## config.mk

```make
export PLATFORM = sky130hd
export DESIGN_NAME = wishbone_slave_router
export DESIGN_NICKNAME = d
export VERILOG_FILES = /design/src/rtl/wishbone_slave_router.sv
export SDC_FILE = /design/constraint.sdc
export NUM_CORES = 1
export LEC_CHECK = 0
export BUFFER_PORTS_ARGS = -buffer_cell sky130_fd_sc_hd__buf_2
export CORE_AREA = 5 5 119 121
export DETAILED_ROUTE_END_ITERATION = 8
export DIE_AREA = 0 0 124 126
export HOLD_SLACK_MARGIN = 0.08
export MAX_ROUTING_LAYER = met4
export SLEW_MARGIN = 20
export SYNTH_ARGS = -nofsm -noshare
export SYNTH_HDL_FRONTEND = slang
export SYNTH_SLANG_ARGS = --single-unit
```

## constraint.sdc

```tcl
create_clock -name wb_clk_i -period 3.1 [get_ports wb_clk_i]
set_clock_uncertainty 0.05 [all_clocks]
set_input_delay 0.31 -clock wb_clk_i [delete_from_list [all_inputs] [get_ports wb_clk_i]]
set_output_delay 0.31 -clock wb_clk_i [all_outputs]
set_load 0.05 [all_outputs]
```

## src/rtl/wishbone_slave_router.sv

```systemverilog
// Single-master to four-slave Wishbone router: address-decoded fan-out with one
// outstanding transaction, bus error on disabled slaves and on response timeout.
module wishbone_slave_router #(
   parameter logic [3:0]  SLAVE_ENABLE   = 4'b1111,
   parameter int unsigned TIMEOUT_CYCLES = 255
) (
   input  logic          wb_clk_i,
   input  logic          wb_rst_i,
   input  logic          wb_cyc_i,
   input  logic          wb_stb_i,
   input  logic          wb_we_i,
   input  logic [3:0]    wb_sel_i,
   input  logic [31:0]   wb_data_i,
   input  logic [23:0]   wb_adr_i,
   output logic          wb_ack_o,
   output logic          wb_stall_o,
   output logic          wb_error_o,
   output logic [31:0]   wb_data_o,
   output logic [3:0]    slave_cyc_o,
   output logic [3:0]    slave_stb_o,
   output logic          slave_we_o,
   output logic [3:0]    slave_sel_o,
   output logic [31:0]   slave_data_o,
   output logic [23:0]   slave_adr_o,
   input  logic [3:0]    slave_ack_i,
   input  logic [3:0]    slave_stall_i,
   input  logic [3:0]    slave_error_i,
   input  logic [127:0]  slave_data_i,
   output logic [1:0]    probe_currentSlave,
   output logic [1:0]    probe_state
);

   localparam int unsigned CNT_W = (TIMEOUT_CYCLES == 0) ? 1 : $clog2(TIMEOUT_CYCLES + 1);
   localparam int unsigned CNT_LAST_I = (TIMEOUT_CYCLES == 0) ? 0 : TIMEOUT_CYCLES - 1;
   localparam logic [CNT_W-1:0] CNT_LAST = CNT_W'(CNT_LAST_I);

   typedef enum logic [1:0] {
      ST_IDLE  = 2'd0,
      ST_BUSY  = 2'd1,
      ST_ERROR = 2'd2
   } state_t;

   state_t            state;
   logic [1:0]        cur;
   logic [CNT_W-1:0]  cnt;

   logic [1:0]        idx;
   logic              idx_en;
   logic              accept;
   logic              cur_ack;
   logic              cur_err;
   logic              resp;
   logic [31:0]       rd_words [4];

   assign slave_we_o   = wb_we_i;
   assign slave_sel_o  = wb_sel_i;
   assign slave_data_o = wb_data_i;
   assign slave_adr_o  = wb_adr_i;

   assign idx     = wb_adr_i[23:22];
   assign idx_en  = SLAVE_ENABLE[idx];
   assign cur_ack = slave_ack_i[cur];
   assign cur_err = slave_error_i[cur];
   assign resp    = cur_ack | cur_err;

   for (genvar n = 0; n < 4; n++) begin : g_rd
      assign rd_words[n] = slave_data_i[32*n +: 32];
   end

   // Master-facing response and slave strobes are combinational so the
   // response reaches the master in the cycle it arrives; held low in reset.
   always_comb begin
      slave_cyc_o = '0;
      slave_stb_o = '0;
      wb_stall_o  = 1'b0;
      wb_ack_o    = 1'b0;
      wb_error_o  = 1'b0;
      wb_data_o   = '0;
      if (wb_rst_i) begin
         unique case (state)
            ST_IDLE: begin
               if (idx_en) begin
                  slave_cyc_o[idx] = wb_cyc_i;
                  slave_stb_o[idx] = wb_stb_i;
                  wb_stall_o       = slave_stall_i[idx];
               end
            end
            ST_BUSY: begin
               slave_cyc_o[cur] = wb_cyc_i;
               wb_stall_o       = 1'b1;
               wb_data_o        = rd_words[cur];
               wb_error_o       = cur_err & wb_cyc_i;
               wb_ack_o         = cur_ack & ~cur_err & wb_cyc_i;
            end
            ST_ERROR: begin
               wb_stall_o = 1'b1;
               wb_error_o = 1'b1;
            end
            default: ;
         endcase
      end
   end

   assign accept = wb_cyc_i & wb_stb_i & ~wb_stall_o;

   // Transaction tracking: latch the decoded slave and count silent BUSY cycles.
   always_ff @(posedge wb_clk_i or negedge wb_rst_i) begin
      if (!wb_rst_i) begin
         state <= ST_IDLE;
         cur   <= 2'd0;
         cnt   <= '0;
      end else begin
         unique case (state)
            ST_IDLE: begin
               if (accept) begin
                  if (idx_en) begin
                     state <= ST_BUSY;
                     cur   <= idx;
                     cnt   <= '0;
                  end else begin
                     state <= ST_ERROR;
                  end
               end
            end
            ST_BUSY: begin
               if (!wb_cyc_i || resp) begin
                  state <= ST_IDLE;
               end else if (TIMEOUT_CYCLES != 0 && cnt == CNT_LAST) begin
                  state <= ST_ERROR;
               end else begin
                  cnt <= cnt + CNT_W'(1);
               end
            end
            ST_ERROR: state <= ST_IDLE;
            default:  state <= ST_IDLE;
         endcase
      end
   end

   assign probe_currentSlave = cur;
   assign probe_state        = state;

endmodule

```

==> results.json, run 1 <==
{
  "p_leak_nw": 1.74,
  "die_area_mm2": 0.0156,
  "initial_core_util_pct": 19.6,
  "post-route-min-period_ns": 2.62,
  "wirelength_um": 10200,
  "tns_ns": 0,
  "criticalPathCategory": "flop to primary output",
  "ys_warn_count": 0,
  "r2r_setup_slack_ns": 0.70,
  "htree_levels": 1,
  "synth_edf_count": 0,
  "cts_resized": 0,
  "grt_max_degree": 49,
  "async_flop_share_pct": 100,
  "crit_path_end_kind": "primary output",
  "syn-mean-instance-area_um2": 9.58,
  "fin_nets": 598,
  "dieWidth_um": 124,
  "critPathLaunchType": "flop",
  "grt_pass1_vias": 2922,
  "hold_buffers": 0,
  "synth-simple-area-share_pct": 18.6,
  "io_pins": 313,
  "drtIter0Drc": 96,
  "multi_input_area_mm2": 0.00165,
  "routabilityCongestion": 0.937,
  "synthesis.nets": 477,
  "routedWlPerCell_um": 18.3,
  "ys_seq_area_share_pct": 11.8,
  "syn_area_mm2": 0.00254,
  "drv_slew": 0,
  "cp_data_required_time_ns": 2.74,
  "cts_tree": "yes",
  "routed_via_density": 4.78,
  "synth_area_leaders": "mux4_2 (30%), buf_4 (18%), dfrtp_1 (12%)",
  "yosysTopAreaCellShare_pct": 30.1,
  "antenna_found_initial": 0,
  "synth.distinct_cells": 41,
  "ant_nets": 0,
  "syn_inst": 265,
  "detailed_place_hpwl_um": 8740,
  "setup_violations": 0,
  "hold_viol_final": 0,
  "grt_pass1_wl_um": 15700,
  "diodes": 0,
  "yosys_register_bits": 12,
  "die_h_um": 126,
  "hold_path.class": "input pin to async pin",
  "synth_compound_area_share_pct": 11.0,
  "cts.clk_slew.worst_paths_ns": 0.05,
  "vias": 2680,
  "synth_mux_area_share_pct": 31.4,
  "filler_cell_count": 1400,
  "crit_start": "probe_currentSlave[0]",
  "path_max_fanout": 37,
  "peakVddDrop_uv": 362,
  "synth_top_family_by_area": "multiplexers",
  "cap_violations": 0,
  "clockBufferDepth": 2,
  "cts_buffers": 3,
  "clkLatencyLatePin_ns": 0.24,
  "cts.sinks": 12,
  "r2r_start": "probe_state[1]",
  "synthAdderAreaFrac_pct": 3.45,
  "drive_gt1_share_pct": 64.4,
  "area_delta_synth_final_pct": 29.9,
  "ys.flop_type": "dfrtp_1",
  "fmax_mhz": 381,
  "power_density_mw_per_mm2": 758,
  "grt_setup_unrepaired": "no",
  "crit_arrival_ns": 2.26,
  "yosysTopAreaCell": "mux4_2",
  "regArea_um2": 303,
  "root_buffer": "clkbuf_16",
  "dr.pass1.iters": 5,
  "grt-ovfl-total": 0,
  "num_rows": 42,
  "synthXorXnorAreaFrac_pct": 0,
  "post_cts_buffers": 0,
  "fin_crit_sh_pct": 84.7,
  "io_buffers": 194,
  "slew_headroom_pct": 55.4,
  "finalPower_mw": 2.50,
  "run_status": "complete, no violations",
  "fp.coreArea_mm2": 0.0130,
  "drc": 0,
  "grt_usage_pct": 13.0,
  "worst_slew_pin_slew_ns": 0.669
}
-- through the flow --
step                      util [%]  setup slack, ns  area, um2  instances  hold WS [ns]
after floorplan                  -            0.385       2550        265       -0.0356
after global placement        24.7            0.758       3210        557         0.424
after detailed placement      24.7            0.688       3210        557         0.425
after CTS                     25.4            0.426       3300        561         0.168
after global routing          25.4            0.344       3300        561         0.186
final                         25.4            0.475       3300        561         0.121
-- cells in the final DEF, fill, tap and decap left out, types with 2 or more instances in the layout --
master     Yosys  layout
nand3b_1       2       2
nor2_1        11      11
a211o_1        3       3
a21oi_1        5       5
nor2b_1        2       2
nor3_1        11      11
nand3_1        6       6
ha_1           7       7
o211a_1        3       3
mux4_2        34      34
inv_1          9       9
a221o_1        4       4
mux2_2         2       2
dfrtp_1       12      10
and3_1        35      35
dfrtp_2        0       2
buf_4         61       5
clkbuf_16      0       3
o21ai_0        4       4
nand4_1        2       2
buf_2          3     194
nand2_1       10      10
nor4_1         2       2
-- cells in the mapped netlist (all sizes together) (2+ instances only) --
| cell type | n |
|---|---|
| nor3 | 11 |
| mux2 | 2 |
| ha | 7 |
| nand3b | 2 |
| dfrtp | 12 |
| o21ai | 5 |
| buf | 67 |
| a211o | 3 |
| o211a | 3 |
| nand2 | 10 |
| a221o | 4 |
| and3 | 35 |
| inv | 9 |
| nor4 | 2 |
| mux4 | 34 |
| clkbuf | 16 |
| nand3 | 6 |
| nand4 | 2 |
| nor2 | 11 |
| nor2b | 2 |
| a21oi | 5 |
-- flip-flops by register name, indices dropped and copies added, names as in the netlist --
register and flops:
cnt 8, probe_state 2, probe_currentSlave 2
-- cell families after synthesis --
family | count (synthesis)
buffers and inverters | 92
and+or+nand+nor | 85
muxes | 37
AOI/OAI and AO/OA | 32
DFF | 12
adders and majority gates | 7
-- area by class of cell --
type                    count  area share, %
multi-input cells         161           49.9
repair buffers            199           30.6
flip-flops and latches     12           9.18
well taps                 176           6.67
clock buffers               4           2.69
inverters                   9           1.02
-- routing by layer --
layer / track usage, % / routed length [um]
met1: 15.4 / 3990
met2: 22.3 / 5360
met3: 3.68 / 799
met4: 2.06 / 104
met5: - / 0
-- worst max-delay path: stages, from the launching register on --
cell,delay (ns)
dfrtp_2,0.41
buf_4,0.53
mux4_2,0.60
and3_1,0.20
buf_2,0.21
-- report_power, final --
group          switching (mW)  internal, mW  leakage, nW
Clock                  0.0720         0.195       0.0442
Combinational            1.21         0.753         1.54
Sequential             0.0649         0.206        0.157
-- path summary, 6_finish.rpt --
check                                             end  cells past startpoint
worst min register to register                 cnt[6]                      1
worst max-delay path                     wb_data_o[5]                      4
min in group wb_clk_i           probe_currentSlave[0]                      3
worst max register to register                 cnt[7]                      7
max in group asynchronous       probe_currentSlave[1]                      2
worst min-delay path                           cnt[5]                      2
Note: power is estimated with default switching activity, not from simulation.
==> run 2: changes to the inputs <==
- ABC_AREA: not set -> 1
- CORE_AREA: 5 5 119 121 -> 5 5 117 119
- DIE_AREA: 0 0 124 126 -> 0 0 122 124
- clock period: 3.1 -> 2.7 ns (I/O delays scaled with it)
==> run 2 against run 1 <==
Net effect: routed wire length is 5.4% higher; count of clock-buffer cells in the layout stayed put; area after synthesis is 12% lower; clock power is 15% higher; global-route usage is 0.30 points lower; critical path depth is 1 higher; first-iteration DRC count is 110% higher; critical endpoint is now slave_cyc_o[0]; largest power group unchanged.
==> results.json, run 2 <==
{
  "grt_usage_pct": 12.7,
  "power_density_mw_per_mm2": 1050,
  "die_area_mm2": 0.0151,
  "run_status": "complete, no violations",
  "hold_viol_final": 0,
  "fmax_mhz": 426,
  "hold_path.class": "input pin to flop",
  "drtIter0Drc": 200,
  "routedWlPerCell_um": 17.0,
  "yosysTopAreaCellShare_pct": 21.5,
  "pre_cts_ws_ns": 0.634,
  "diodes": 0,
  "routabilityCongestion": 0.784,
  "grt_pass1_wl_um": 14600,
  "final_common_cell": "buf_2",
  "final_cell_mix": "buf_2 (193), a22oi_1 (64), nand2_1 (61)",
  "detailed_place_hpwl_um": 8930,
  "r2r_cells": 9,
  "largest_reg_flops": 8,
  "cts.clk_slew.worst_paths_ns": 0.05,
  "finalPower_mw": 3.24,
  "root_buffer": "clkbuf_16",
  "drive_gt1_share_pct": 48.1,
  "peakVddDrop_uv": 321,
  "top_register": "cnt",
  "p_leak_nw": 1.65,
  "ant_nets": 0,
  "ys_top_cells_by_count": "a22oi_1 (64), buf_4 (61), nand2_1 (61)",
  "ys_seq_area_share_pct": 13.4,
  "syn_area_mm2": 0.00224,
  "dieWidth_um": 122,
  "dpl_cell_area_mm2": 0.00299,
  "setup_violations": 0,
  "regArea_um2": 300,
  "ys_warn_count": 0,
  "worst_slew_pin_slew_ns": 0.452,
  "dr.pass1.iters": 5,
  "cts.sinks": 12,
  "clockBufferDepth": 2,
  "slew_headroom_pct": 69.8,
  "synth_edf_count": 0,
  "r2r_setup_slack_ns": 0.74,
  "grt_max_degree": 34,
  "yosysTopAreaCell": "a22oi_1",
  "htree_levels": 1,
  "synth_most_common_cell": "a22oi_1",
  "synthesis.nets": 545,
  "crit_arrival_ns": 2.03,
  "ys.flop_type": "dfrtp_1",
  "tns_ns": 0,
  "vias": 2836,
  "hp-start": "wb_adr_i[23]",
  "antenna_found_initial": 0,
  "synth.distinct_cells": 31,
  "die_h_um": 124,
  "cts_tree": "yes",
  "synth_area_leaders": "a22oi_1 (21%), buf_4 (20%), dfrtp_1 (13%)",
  "yosys_register_bits": 12,
  "syn_inst": 333,
  "io_buffers": 194,
  "post-route-min-period_ns": 2.35,
  "filler_cell_count": 1429,
  "crit_start": "probe_state[1]",
  "drc": 0,
  "fin_ws_ns": 0.353,
  "clkLatencyLatePin_ns": 0.24,
  "syn-mean-instance-area_um2": 6.72,
  "path_max_fanout": 9,
  "grt_pass1_vias": 2630,
  "hold_buffers": 1,
  "fp.coreArea_mm2": 0.0125,
  "cp_data_required_time_ns": 2.38,
  "drv_slew": 0,
  "criticalPathCategory": "flop to primary output",
  "initial_core_util_pct": 18.0,
  "area_delta_synth_final_pct": 37.8,
  "async_flop_share_pct": 100,
  "cap_violations": 0,
  "fin_nets": 675,
  "multi_input_area_mm2": 0.00135,
  "num_rows": 41,
  "routed_via_density": 4.47,
  "r2r_start": "probe_state[1]",
  "wirelength_um": 10800,
  "fin_crit_sh_pct": 86.9,
  "min_to": "probe_currentSlave[1]",
  "holdPathStages": 3,
  "cts_buffers": 3,
  "grt_setup_unrepaired": "no",
  "post_cts_buffers": 0,
  "worstReg2RegEnd": "cnt[1]",
  "grt-ovfl-total": 0,
  "crit_path_end_kind": "primary output",
  "io_pins": 313,
  "critPathLaunchType": "flop",
  "cts_resized": 0,
  "finalInstanceArea_mm2": 0.00308
}
## run 2: cell types whose count changed in the layout (fill, tap and decap cells not counted), sizes merged, moves of 9 or more
cell,delta
a21oi,+29
a22oi,+64
and3,-35
mux4,-34
nand2,+55
nand3,+9
nor2,+10
nor3,-10
## run 2: per-layer routing
layer	part of all wire (%)	track usage [%]	wire, um
met1	41	16.2	4430
met5	0	-	0
met4	0.23	0.980	25
met2	44	19.0	4780
met3	14	6.40	1560
## run 2: power breakdown
group / switching (mW) / leakage [nW] / internal, mW
combinational: 1.91 / 1.44 / 0.735
sequential: 0.0622 / 0.161 / 0.225
clock: 0.0836 / 0.0442 / 0.224
total: 2.06 / 1.65 / 1.18
## run 2: final cells by class
class / instances / share of cell area, %
Multi-Input combinational cell: 226 / 43.7
Tap cell: 172 / 6.98
Timing Repair Buffer: 203 / 34.6
Clock buffer: 4 / 2.88
Inverter: 17 / 2.07
Sequential cell: 12 / 9.74
## run 2: worst max-delay path, stage by stage (launching register included)
cell and delay [ns]:
dfrtp_1 0.43, inv_1 0.12, ha_1 0.26, clkinv_1 0.30
a211oi_1 0.35, buf_2 0.32
## run 2: stage by stage
step	std cells	util, %	hold WS [ns]
CTS	634	24.7	0.312
global placement	629	23.9	0.0589
global route	634	24.7	0.340
finish	634	24.7	0.317
detailed placement	629	23.9	0.0620
floorplan	333	-	-0.0756
## run 2: how the worst max path moves through the flow
stage	cells after the start	endpoint	slack [ns]
6_report	5	slave_cyc_o[0]	0.35
5_1_grt	5	slave_cyc_o[1]	0.21
4_1_cts	5	slave_cyc_o[0]	0.36
3_5_place_dp	5	slave_cyc_o[0]	0.63
3_3_place_gp	5	slave_cyc_o[0]	0.62
2_1_floorplan	5	slave_cyc_o[0]	-0.19
## run 2: cell families (layout without fill, tap and decap cells)
| group | Yosys count | after routing | synth area share (%) |
|---|---|---|---|
| DFF | 12 | 12 | 13.4 |
| buffers and inverters | 95 | 224 | 26.7 |
| AOI/OAI and AO/OA | 108 | 108 | 32.1 |
| adders and majority gates | 7 | 7 | 3.91 |
| and+or+nand+nor | 108 | 108 | 22.7 |
| xor gates and xnor gates | 3 | 3 | 1.17 |
